===== src/rtl/store_sequencer.sv =====
// Read-modify-write store sequencer: full-word stores write directly, byte and
// halfword stores first read the target word, then merge the new low bits in.
module store_sequencer #(
  parameter int MEM_LAT = 1
) (
  input  logic        clk,
  input  logic        reset,
  input  logic        start,
  input  logic [1:0]  store_type,
  input  logic [31:0] addr,
  input  logic [31:0] B,
  input  logic [31:0] mem_rdata,
  output logic [31:0] mem_addr,
  output logic        mem_wr,
  output logic [31:0] mem_wdata,
  output logic        busy,
  output logic        done,
  output logic [2:0]  state
);

  typedef enum logic [2:0] {
    S_IDLE  = 3'd0,
    S_READ  = 3'd1,
    S_WRITE = 3'd2,
    S_DONE  = 3'd3
  } state_t;

  localparam logic [2:0] LAT_INIT = 3'(MEM_LAT);

  state_t      state_q;
  logic [2:0]  cnt_q;
  logic [31:0] addr_q;
  logic [31:0] b_q;
  logic [1:0]  type_q;
  logic [31:0] mdr_q;

  always_ff @(posedge clk) begin
    if (!reset) begin
      state_q <= S_IDLE;
      cnt_q   <= '0;
      addr_q  <= '0;
      b_q     <= '0;
      type_q  <= '0;
      mdr_q   <= '0;
    end else begin
      case (state_q)
        S_IDLE: begin
          if (start) begin
            addr_q  <= addr;
            b_q     <= B;
            type_q  <= store_type;
            cnt_q   <= LAT_INIT;
            state_q <= store_type[1] ? S_READ : S_WRITE;
          end
        end
        S_READ: begin
          // Counter runs LAT_INIT..0, so the read phase spans MEM_LAT+1 cycles
          // and the final one sees the data for the address presented first.
          if (cnt_q == 3'd0) begin
            mdr_q   <= mem_rdata;
            state_q <= S_WRITE;
          end else begin
            cnt_q <= cnt_q - 3'd1;
          end
        end
        S_WRITE: state_q <= S_DONE;
        S_DONE:  state_q <= S_IDLE;
        default: state_q <= S_IDLE;
      endcase
    end
  end

  // Moore decode: outputs depend only on the state and the latched registers.
  always_comb begin
    mem_addr  = '0;
    mem_wr    = 1'b0;
    mem_wdata = '0;
    busy      = 1'b1;
    done      = 1'b0;
    case (state_q)
      S_IDLE: busy = 1'b0;
      S_READ: mem_addr = addr_q;
      S_WRITE: begin
        mem_wr   = 1'b1;
        mem_addr = addr_q;
        if (!type_q[1]) begin
          mem_wdata = b_q;
        end else if (type_q[0]) begin
          mem_wdata = {mdr_q[31:16], b_q[15:0]};
        end else begin
          mem_wdata = {mdr_q[31:8], b_q[7:0]};
        end
      end
      S_DONE:  done = 1'b1;
      default: busy = 1'b1;
    endcase
  end

  assign state = state_q;

endmodule


===== config.mk =====
export PLATFORM = sky130hd
export DESIGN_NAME = store_sequencer
export DESIGN_NICKNAME = d
export VERILOG_FILES = /design/src/rtl/store_sequencer.sv
export SDC_FILE = /design/constraint.sdc
export NUM_CORES = 1
export LEC_CHECK = 0
export CAP_MARGIN = 5
export CORE_ASPECT_RATIO = 0.9
export CORE_UTILIZATION = 55
export CTS_CLUSTER_DIAMETER = 50
export DETAILED_ROUTE_END_ITERATION = 10
export DONT_BUFFER_PORTS = 1
export PLACE_DENSITY = 0.83
export SLEW_MARGIN = 40
export SYNTH_ARGS = -nofsm -noshare
export SYNTH_HDL_FRONTEND = slang
export SYNTH_SLANG_ARGS = --single-unit

===== constraint.sdc =====
create_clock -name clk -period 1.51 [get_ports clk]
set_input_delay 0.302 -clock clk [delete_from_list [all_inputs] [get_ports clk]]
set_output_delay 0.302 -clock clk [all_outputs]
set_load 0.02 [all_outputs]

* Yosys cells after proc, flatten, opt, wreduce, memory -nomap -nowiden
Index checks and enable logic that the tools add are counted.
Word-level totals: output and inout port bits 70, bits of input ports 101, register bits 104, word-level logic and storage cells 35
Cells by class: equality and inequality tests 6, reduce and logical (&&, ||, !) cells 8, multiplexer cells 14, add/sub/neg operators 1
Operator list (number):
- $mux W32 | 3
- $mux W16 | 1
- $mux W3 | 4
- $pmux W3 S3 | 1
- $eq A3 B2 Y1 const B | 2
- $logic_not A3 Y1 | 2
- $ne A2 B2 Y1 const B | 3
- $pmux W3 S2 | 1
- $reduce_and A2 Y1 | 3
- $eq A3 B1 Y1 const B | 1
- $mux W1 | 3
- $reduce_and A3 Y1 | 1
- $sub A3 B1 Y3 const B | 1
- $mux W2 | 1
- $reduce_bool A2 Y1 | 1
- $reduce_or A2 Y1 | 1

* Logic depth before layout (Yosys ltp)
depth in word-level cells 3, mapped depth 7

* Least setup slack after synthesis
No wires, ideal clock.
path type register to register, start point register state_q[1], in the netlist state[1], end point register cnt_q[2], data arrival time 1.661 ns, setup time 0.115 ns, stages on the path, launching flop included 8, slack -0.266 ns, required time 1.395 ns, cells stage by stage dfxtp_1 -> inv_1 -> ha_1 -> and3b_1 -> buf_6 -> nor3_4 -> a21boi_0 -> o21a_1
Between the ends: cells in the longest elaborated chain, start to end 3
Ends and longest elaborated chain:
- from (decl) | RTL line 30 | state_t state_q;
- from (signal assigned) | RTL line 53 | state_q <= store_type[1] ? S_READ : S_WRITE;
- $eq A3 B1 Y1 or $logic_not A3 Y1 (tied branches) | RTL line 46 | case (state_q)
- $ne A2 B2 Y1 (no line) or $reduce_bool A2 Y1 (tied branches)
- $reduce_and A3 Y1 (no line)
- to (signal assigned) | RTL line 63 | cnt_q <= cnt_q - 3'd1;
- to (decl) | RTL line 31 | logic [2:0] cnt_q;
Parallel ways exist; a longest one is shown, timed or not. A chain may end at the register's enable or synchronous reset.

* Final worst setup path
start point register state_q[1], in the netlist state[1], end point output port mem_addr[26]
Between the ends: cells in the longest elaborated chain, start to end 3
Ends and longest elaborated chain:
- $eq A3 B2 Y1 or $eq A3 B1 Y1 (tied branches) | RTL line 80 | case (state_q)
- $reduce_or A2 Y1 (no line) *
- $mux W32 * | RTL line 80
- to (decl) | RTL line 13 | output logic [31:0] mem_addr,
Mark *: on every way between the ends. The rest lies on a longest branch, timed or not.

==> results.toml <==
[routing]
num_vias = 3488
wirelength_um = 10500
ant_nets = 0
detail_route.vias_per_cell = 5.48
drt-pass1-iter-count = 4
drt-initial-drc-count = 130
routedWlPerCell_um = 16.4
route.detailed.drc = 0

[pwr]
switching_share_pct = 36.7
pwr-share-comb_pct = 45.8
intPower_w = 0.00623
irDropWorstVdd_mv = 1.13
power.switching_w = 0.00361
cellLeakagePower_nw = 2.00
p_seq_share_pct = 34.5
clockPowerShare_pct = 19.7
power_w = 0.00984
powerDensity_mw_per_mm2 = 1800

[global_route]
grt_pass1_vias = 3299
grt_pass1_wl_um = 15900
grt_max_degree = 96
antenna_found_initial = 0
grt_use_total_pct = 25.0
grt_overflow = 0

[final_layout]
multi_input_area_mm2 = 0.00267
fillerInstances = 561
final_cells = 637
syn_to_final_growth_pct = 24.5
num_antenna_cells = 0
fin_nets = 645
design_area_mm2 = 0.00547
drive_gt1_share_pct = 26.2
seqCellArea_mm2 = 0.00191

[floorplanning]
rows = 30
core-area_mm2 = 0.00762
die_x_um = 96.2
initial_core_util_pct = 57.6
fp.dieH_um = 86.8
boundaryPins = 171
die_area_mm2 = 0.00834

[place]
dp.final_hpwl_um = 6700
placedCellCount = 611
io_buffers = 0
finalWeightedCongestion = 0.803
placed_cell_area_mm2 = 0.00471

[timing]
layout_setup_ws_ns = -0.233
slew_violations = 0
fin_crit_ns = 1.74
setup_viol = 66
fmax_ghz = 0.574
fin_worst_skew_ns = 0.0106
final_hold_viol_count = 0
finalCritPeriodShare_pct = 115
rsz0062_at_grt = "yes"

[run_status]
status = "finished, violations left"
violations = "negative setup slack"

[clock_tree]
cts.sinks = 95
clockBufferDepth = 2
ctsHtreeMaxLevel = 3
clk_pin_slew_ns = 0.10
cts_tree = "done"
clock-root-buffer = "clkbuf_8"
numCtsBuffers = 9
insertion_delay_ns = 0.36
hold_buffers = 0

[flow_run]
drv_cap = 0

[synthesis]
synth_area_per_cell_um2 = 8.23
synth_top_area_share_pct = 43.3
synth_common_cells = "nand2_1, dfxtp_1, a21boi_0"
synth_most_common_cell = "nand2_1"
syn_area_mm2 = 0.00439
ys_ff_latch = 95
synth_edf_count = 0
yosys.area.top_type = "dfxtp_1"
async_flop_share_pct = 0
ys_seq_area_share_pct = 43.3
yosysWarnings = 0
synth_flop_cell = "dfxtp_1"
synth_cell_types = 27
synth_cells = 533
syn_nets = 642
ys_top_cells_by_area = "dfxtp_1, a21boi_0, nand2_1"

[worst_hold_path]
hp-class = "in2reg"
hold_depth = 2
holdCritStartpoint = "reset"
hold_path_end = "cnt_q[0]"

[setup_path]
required_ns = 1.21
r2r_end = "cnt_q[2]"
critPathKind = "reg2out"
crit_arrival_ns = 1.44
ff2ff_setup_slack_ns = -0.09
reg2reg_from = "state[0]"
startpoint_type = "flop"
ff2ff_path_depth = 6
worstPathMaxFanout = 17
endpoint_kind = "primary output"
==> layer usage <==
layer / track usage (%) / share of wire (%) / vias up
met4: 8.68 / 2.2 / 0
met3: 7.72 / 7.1 / 21
li1: - / - / 1712
met2: 43.1 / 49 / 113
met5: 0 / 0 / -
met1: 29.1 / 41 / 1642
==> how the worst max path moves through the flow <==
stage                  start       endpoint  slack (ns)  cells past startpoint
finish              state[1]   mem_addr[26]       -0.23                      4
global route        state[0]  mem_wdata[27]       -0.30                      5
CTS                 state[1]   mem_addr[27]       -0.25                      4
detailed placement  state[0]       state[1]       -0.01                      6
global placement    state[0]       state[1]        0.05                      6
floorplan           state[0]  mem_wdata[29]      -0.007                      4
==> layout make-up <==
type,count,area share (%)
clock buffers,11,2.77
clock inverters,5,1.58
inverters,6,0.595
multi-input cells,393,48.8
flip-flops and latches,95,35.0
well taps,96,2.20
repair buffers,31,9.02
==> flip-flops by register name, summed over array words and instances (netlist names) <==
register / cells
addr_q: 32
b_q: 32
mdr_q: 24
cnt_q: 3
state: 2
type_q: 2
==> worst max-delay path, stage by stage, from the launching register on <==
cell and delay [ns]:
dfxtp_4 0.39, inv_4 0.05, ha_4 0.31, buf_12 0.15, and2_4 0.18
==> layout by cell type, fill, tap and decap left out, types with 6 or more instances in the layout <==
cell type,netlist,routed
buf_4,5,8
nand2_1,181,180
mux2i_2,0,9
dfxtp_1,95,91
nor2b_4,0,23
clkbuf_8,0,11
buf_12,0,12
mux2i_1,24,14
and2_4,0,40
a21boi_0,92,88
buf_6,1,6
==> repair_timing <==
action / in CTS / in global routing
cloned: 5 / 0
resized for setup: 100 / 25
setup endpoints to repair: 69 / 82
buffers inserted: 5 / 2
pin swaps: 29 / 14
==> power groups by stage <==
stage               Combinational, W  Clock [W]  Sequential (W)
finish                       0.00451    0.00194         0.00339
global route                 0.00486    0.00209         0.00345
CTS                          0.00443    0.00198         0.00336
detailed placement           0.00338          0         0.00337
global placement             0.00327          0         0.00333
floorplan                    0.00240          0         0.00333
==> stage by stage <==
| step | TNS (ns) | setup slack [ns] | hold slack [ns] | utilization (%) |
|---|---|---|---|---|
| 2_1_floorplan | -0.0522 | -0.00744 | 0.431 | - |
| 3_3_place_gp | 0 | 0.0504 | 0.428 | 61.8 |
| 3_5_place_dp | -0.0201 | -0.0137 | 0.434 | 61.8 |
| 4_1_cts | -14.12 | -0.248 | 0.0603 | 71.1 |
| 5_1_grt | -16.58 | -0.299 | 0.0468 | 71.7 |
| 6_report | -12.38 | -0.233 | 0.0737 | 71.7 |
==> kinds of logic after synthesis <==
family	after synthesis	synth area share (%)
muxes	24	5.47
buffers and inverters	45	4.82
and+or+nand+nor	260	27.1
adders and majority gates	8	2.28
DFF	95	43.3
other	1	0.0854
AOI/OAI and AO/OA	100	17.0
Power figures use the tool's default switching activity.
